$ cat src/rtl/cpu_trace_buffer.sv
// Trace capture unit: arm/trigger FSM feeding a DEPTH-entry circular FIFO of
// {pc, opcode, result} samples, drained through a show-ahead valid/ready port.
module cpu_trace_buffer #(
  parameter int DEPTH    = 16,
  parameter int ADDR_W   = 4,
  parameter int POST_CNT = 8
) (
  input  logic              clk,
  input  logic              rst,
  input  logic              arm,
  input  logic              stop,
  input  logic              trig_en,
  input  logic [5:0]        trig_op,
  input  logic [31:0]       pc_in,
  input  logic [5:0]        op_in,
  input  logic [31:0]       res_in,
  output logic              rd_valid,
  input  logic              rd_ready,
  output logic [31:0]       rd_pc,
  output logic [5:0]        rd_op,
  output logic [31:0]       rd_res,
  output logic [ADDR_W:0]   count,
  output logic [7:0]        ovf_cnt,
  output logic [1:0]        state
);

  // state   | meaning
  // IDLE    | no session; FIFO may still be drained
  // ARMED   | waiting for the opcode trigger
  // CAPTURE | one push attempt per cycle until POST_CNT attempts
  // DONE    | session complete; arm starts a new one
  localparam logic [1:0] S_IDLE    = 2'd0;
  localparam logic [1:0] S_ARMED   = 2'd1;
  localparam logic [1:0] S_CAPTURE = 2'd2;
  localparam logic [1:0] S_DONE    = 2'd3;

  localparam logic [7:0]      LP_POST  = 8'(POST_CNT);
  localparam logic [ADDR_W:0] LP_DEPTH = (ADDR_W+1)'(DEPTH);

  logic [1:0]        r_state;
  logic [1:0]        w_state_nxt;
  logic [7:0]        r_att;
  logic [7:0]        w_att_nxt;
  logic [ADDR_W-1:0] r_wr_ptr;
  logic [ADDR_W-1:0] r_rd_ptr;
  logic [ADDR_W:0]   r_count;
  logic [7:0]        r_ovf;
  logic [31:0]       r_mem_pc  [DEPTH];
  logic [5:0]        r_mem_op  [DEPTH];
  logic [31:0]       r_mem_res [DEPTH];

  logic w_trig;
  logic w_push;
  logic w_pop;
  logic w_full;
  logic w_wr;
  logic w_drop;
  logic w_enter_armed;

  assign w_trig        = !trig_en || (op_in == trig_op);
  assign w_push        = !stop && (((r_state == S_ARMED) && w_trig) || (r_state == S_CAPTURE));
  assign w_pop         = (r_count != '0) && rd_ready;
  assign w_full        = (r_count == LP_DEPTH);
  // When full, a same-cycle pop frees the slot the push needs.
  assign w_wr          = w_push && (!w_full || w_pop);
  assign w_drop        = w_push && w_full && !w_pop;
  assign w_enter_armed = !stop && arm && ((r_state == S_IDLE) || (r_state == S_DONE));
  assign w_att_nxt     = (r_state == S_ARMED) ? 8'd1 : (r_att + 8'd1);

  always_ff @(posedge clk or posedge rst) begin
    if (rst) r_state <= S_IDLE;
    else     r_state <= w_state_nxt;
  end

  always_comb begin
    w_state_nxt = r_state;
    if (stop) begin
      w_state_nxt = S_IDLE;
    end else begin
      case (r_state)
        S_IDLE:    if (arm) w_state_nxt = S_ARMED;
        S_ARMED:   if (w_trig) w_state_nxt = (w_att_nxt == LP_POST) ? S_DONE : S_CAPTURE;
        S_CAPTURE: if (w_att_nxt == LP_POST) w_state_nxt = S_DONE;
        S_DONE:    if (arm) w_state_nxt = S_ARMED;
        default:   w_state_nxt = S_IDLE;
      endcase
    end
  end

  always_comb begin
    state    = r_state;
    count    = r_count;
    ovf_cnt  = r_ovf;
    rd_valid = (r_count != '0);
    rd_pc    = r_mem_pc[r_rd_ptr];
    rd_op    = r_mem_op[r_rd_ptr];
    rd_res   = r_mem_res[r_rd_ptr];
  end

  always_ff @(posedge clk or posedge rst) begin
    if (rst) begin
      r_att <= '0;
    end else if (w_enter_armed) begin
      r_att <= '0;
    end else if (w_push) begin
      r_att <= w_att_nxt;
    end
  end

  always_ff @(posedge clk or posedge rst) begin
    if (rst) begin
      r_ovf <= '0;
    end else if (w_enter_armed && (r_state == S_DONE)) begin
      r_ovf <= '0;
    end else if (w_drop && (r_ovf != 8'hFF)) begin
      r_ovf <= r_ovf + 8'd1;
    end
  end

  always_ff @(posedge clk or posedge rst) begin
    if (rst) begin
      r_wr_ptr <= '0;
      r_rd_ptr <= '0;
      r_count  <= '0;
    end else begin
      if (w_wr)  r_wr_ptr <= r_wr_ptr + ADDR_W'(1);
      if (w_pop) r_rd_ptr <= r_rd_ptr + ADDR_W'(1);
      case ({w_wr, w_pop})
        2'b10:   r_count <= r_count + (ADDR_W+1)'(1);
        2'b01:   r_count <= r_count - (ADDR_W+1)'(1);
        default: r_count <= r_count;
      endcase
    end
  end

  always_ff @(posedge clk or posedge rst) begin
    if (rst) begin
      for (int i = 0; i < DEPTH; i++) begin
        r_mem_pc[i]  <= '0;
        r_mem_op[i]  <= '0;
        r_mem_res[i] <= '0;
      end
    end else if (w_wr) begin
      r_mem_pc[r_wr_ptr]  <= pc_in;
      r_mem_op[r_wr_ptr]  <= op_in;
      r_mem_res[r_wr_ptr] <= res_in;
    end
  end

endmodule

$ cat config.mk
export PLATFORM = sky130hd
export DESIGN_NAME = cpu_trace_buffer
export DESIGN_NICKNAME = d
export VERILOG_FILES = /design/src/rtl/cpu_trace_buffer.sv
export SDC_FILE = /design/constraint.sdc
export NUM_CORES = 2
export LEC_CHECK = 0
export ABC_AREA = 1
export BUFFER_PORTS_ARGS = -buffer_cell sky130_fd_sc_hd__buf_2
export CORE_MARGIN = 2
export CORE_UTILIZATION = 54
export DETAILED_ROUTE_END_ITERATION = 6
export PLACE_DENSITY_LB_ADDON = 0.15
export SYNTH_ARGS = -nofsm -noshare
export SYNTH_HDL_FRONTEND = slang
export SYNTH_SLANG_ARGS = --single-unit
$ cat constraint.sdc
create_clock -name clk -period 113.2 [get_ports clk]
set_clock_uncertainty 0.2 [all_clocks]
set_input_delay 16.98 -clock clk [delete_from_list [all_inputs] [get_ports clk]]
set_output_delay 16.98 -clock clk [all_outputs]
set_load 0.1 [all_outputs]
==> reports/qor_table.md <==
| Item | Value |
|---|---|
| DP Area | 53100 µm² |
| Number of violations of the max-capacitance limit | 0 |
| Detailed-router iteration count before antenna repair | 5 |
| Area Growth Syn to Fin | 7.97% |
| Area of combinational cells with multiple inputs | 19900 µm² |
| Cell family contributing the most delay on the critical path | buffers and inverters |
| Buffers & Inverters on Critical Path | 4 |
| Hold buffer count at CTS | 0 |
| Y dimension of the die | 318 µm |
| Total global-route track usage | 28.0% |
| Total number of clock tree sinks | 1151 |
| DRT Wirelength | 140000 µm |
| Critical path startpoint category | flop |
| Leakage dissipation | 0.0264 µW |
| Number of cells upsized or downsized after cts | 0 |
| Path type of the worst min-delay path | flop to flop |
| Fin area | 57400 µm² |
| Starting DRT DRC Count | 4054 |
| Tightest slew margin relative to the limit | 20.1% |
| Number of distinct library cell variants in the gate-level netlist after synthesis | 33 |
| Setup repair after global routing missed its margin | no |
| Critical R2R Capture | r_mem_res[87] |
| Hold worst-path end | r_mem_pc[485] |
| Cell Rows | 115 |
| Total count of max-transition violations in the final report | 0 |
| Root buffer selected by CTS | sky130_fd_sc_hd__clkbuf_16 |
| Total half-perimeter wirelength after legalization and detailed placement | 69200 µm |
| Slowest Stage Delay on Critical Path | 0.99 ns |
| Ports | 168 |
| Mean area per synthesized cell | 9.07 µm² |
| Core Area | 98000 µm² |
| Critical register-to-register path startpoint | state[1] |
| Register-to-Register Setup Slack | 109.12 ns |
| DR top layer | met4 |
| Count of filler cells inserted in the layout | 8732 |
| Vias per cell | 5.72 |
| Commonest non-fill, non-tap cell in the layout | sky130_fd_sc_hd__nand2_1 |
| Antenna violations before repair | 0 |
| Required time of the worst setup path | 96.02 ns |
| Congestion Overflow GR | 0 |
| Cell Area, Synth | 53100 µm² |
| Synth Warn # | 0 |
| Total setup violations reported at the end of the flow | 0 |
| Number of antenna repair diodes | 0 |
| Critical path's slowest cell | sky130_fd_sc_hd__dfrtp_4 |
| Number of nets at the end of the flow | 5780 |
| CTS tree | yes |
| Routed WL per cell | 19.8 µm |
| Number of nets in the synthesized netlist | 5950 |
| Port bufs | 167 |
| Detailed route wirelength on metal2 | 65800 µm |
| Vias post-DR | 40400 |
| Biggest area contributors in the synthesized netlist | sky130_fd_sc_hd__dfrtp_1 54%, sky130_fd_sc_hd__o21ai_0 11%, sky130_fd_sc_hd__nand2_1 9.0%, sky130_fd_sc_hd__mux2i_1 5.3%, sky130_fd_sc_hd__o211ai_1 4.0% |
| Critical path class | flop to primary output |
| Global-route wire length before repair | 224000 µm |
| Fraction of final layout cells sized beyond drive strength 1 | 7.86% |
| Global placer's final weighted congestion | 0.790 |
| Setup repair bufs after CTS | 0 |
| Category of the worst setup path capture point | primary output |
| Flip-flop and latch count after synthesis | 1151 |
| Number of cells produced by synthesis | 5854 |
| Maximum fanout encountered on the critical timing path | 82 |
| Achievable clock frequency | 0.0441 GHz |
| Number of cells traversed by the worst register-to-register path | 12 |
| Total met3 wirelength after detailed routing | 7980 µm |
| Number of H-tree branching levels | 4 |
| Post-route fraction of the period consumed by the critical path | 20.0% |
| Count of endpoints failing hold in the final timing report | 0 |
| Maximum VDD drop | 0.0312 mV |
| Setup TNS | 0 ns |
| Hold Startpoint | r_mem_pc[485] |
| Vias in the first global route | 39100 |
| Area taken by flip-flops and latches | 28800 µm² |
| Die Area | 101000 µm² |
| Portion of synthesized cell area occupied by the leading cell type | 54.2% |
| Run status | completed |
| Antenna Violating Nets Remaining | 0 |
| Cell Chain, Critical Path | buf_4 -> buf_4 -> buf_4 -> mux2i_1 -> o211ai_1 -> o211ai_1 -> nand2_1 -> buf_2 |
| Power per cell area | 31.9 nW/µm² |
| Initial standard-cell utilization of the core | 54.2% |
| Overall Power | 1830 µW |
| Maximum buffer depth of the clock tree | 3 |
| Number of clock buffers inserted by TritonCTS | 130 |
| Largest net degree at the start of global routing | 202 |
| Biggest area consumer among synthesized cells | sky130_fd_sc_hd__dfrtp_1 |
| Portion of the post-synthesis area used by sequential elements | 54.2% |
| Number of instances on the worst hold path | 2 |
| Worst Tran Pin Value | 1.20 ns |
| Register clock-pin slew on the reported worst setup and hold paths | 0.06 ns |
| Cell type with the highest occurrence count on the critical path | sky130_fd_sc_hd__buf_4 |
| Top library cells by usage in the layout, fill and taps aside | 1267 x sky130_fd_sc_hd__nand2_1, 1162 x sky130_fd_sc_hd__o21ai_0, 1147 x sky130_fd_sc_hd__dfrtp_1, 385 x sky130_fd_sc_hd__inv_1, 304 x sky130_fd_sc_hd__o21ai_1 |
| Arrival time of the worst setup path | 5.50 ns |
| Number of design rule violations left after detail routing | 0 |
| Width of the die | 318 µm |
| Sum of routed wire segments on met1 | 63400 µm |
| Crit path time final | 22.68 ns |
| Clock latency reported for the late side of the worst-skew pair | 0.73 ns |
[cell families (layout without fill, tap and decap cells)]
| kind of cell | count (synthesis) | after routing | synth area share [%] |
|---|---|---|---|
| AOI/OAI and AO/OA | 2054 | 2054 | 20.8 |
| and+or+nand+nor | 1434 | 1434 | 10.7 |
| DFF | 1151 | 1151 | 54.2 |
| buffers and inverters | 909 | 829 | 8.50 |
| muxes | 280 | 280 | 5.28 |
| adders and majority gates | 14 | 14 | 0.344 |
| xor gates and xnor gates | 12 | 12 | 0.198 |
[how the worst max path moves through the flow]
stage	from	end	depth (start not counted)
after global routing	r_rd_ptr[0]	rd_pc[28]	8
after floorplan	rst	count[0]	1
after global placement	r_rd_ptr[0]	rd_pc[28]	8
after CTS	r_rd_ptr[0]	rd_pc[28]	8
final	r_rd_ptr[0]	rd_pc[28]	8
after detailed placement	r_rd_ptr[0]	rd_pc[28]	8
[metrics by stage]
stage	hold slack, ns	instances	setup WS (ns)	util [%]
2_1_floorplan	0.248	5854	63.60	-
3_3_place_gp	0.260	6839	91.33	54.2
3_5_place_dp	0.263	6839	91.28	54.2
4_1_cts	0.277	7061	90.51	58.5
5_1_grt	0.294	7061	90.17	58.5
6_report	0.276	7061	90.52	58.5
[worst reg2reg max path: stages, from the launching register on]
cell and delay, ns:
sky130_fd_sc_hd__dfrtp_1 0.42, sky130_fd_sc_hd__inv_1 0.07, sky130_fd_sc_hd__ha_1 0.22, sky130_fd_sc_hd__inv_1 0.16
sky130_fd_sc_hd__nor2_1 0.20, sky130_fd_sc_hd__nand2_1 0.12, sky130_fd_sc_hd__nand2_4 0.12, sky130_fd_sc_hd__nand2_4 0.08
sky130_fd_sc_hd__inv_4 0.59, sky130_fd_sc_hd__nand2_4 0.68, sky130_fd_sc_hd__buf_4 0.72, sky130_fd_sc_hd__nand2_1 0.24
sky130_fd_sc_hd__o21ai_0 0.10
[metal layers]
layer / GRT usage (%) / vias up
met2: 45.9 / 1170
met4: 7.41 / 0
met5: 0 / -
li1: - / 19300
met1: 39.1 / 19700
met3: 4.39 / 195
[registers in the layout, summed over array words and instances (netlist names)]
name,count
r_rd_ptr,4
ovf_cnt,8
r_att,8
r_mem_pc,512
r_wr_ptr,4
count,5
state,2
r_mem_res,512
r_mem_op,96
[Yosys cell counts, drive strengths merged]
cell type / instances
o31ai: 1
nand3: 101
ha: 13
xor2: 11
dfrtp: 1151
nand4: 7
nor2: 36
clkbuf: 288
o211ai: 280
nor4: 1
xnor2: 1
a21oi: 285
buf: 225
nand3b: 1
nor3: 3
fa: 1
o22ai: 5
o21ai: 1483
nand2: 1285
inv: 396
mux2i: 280
[layout make-up]
type / count / area share, %
clock buffers: 197 / 6.93
flip-flops and latches: 1151 / 50.2
multi-input cells: 3794 / 34.8
repair buffers: 211 / 2.12
well taps: 1287 / 2.81
clock inverters: 25 / 0.491
inverters: 396 / 2.63
[power breakdown]
group,switching (µW),internal (µW)
registers,88.8,556
logic,556,209
clock network,166,252
total,811,1020
Note: power is estimated with default switching activity, not from simulation.
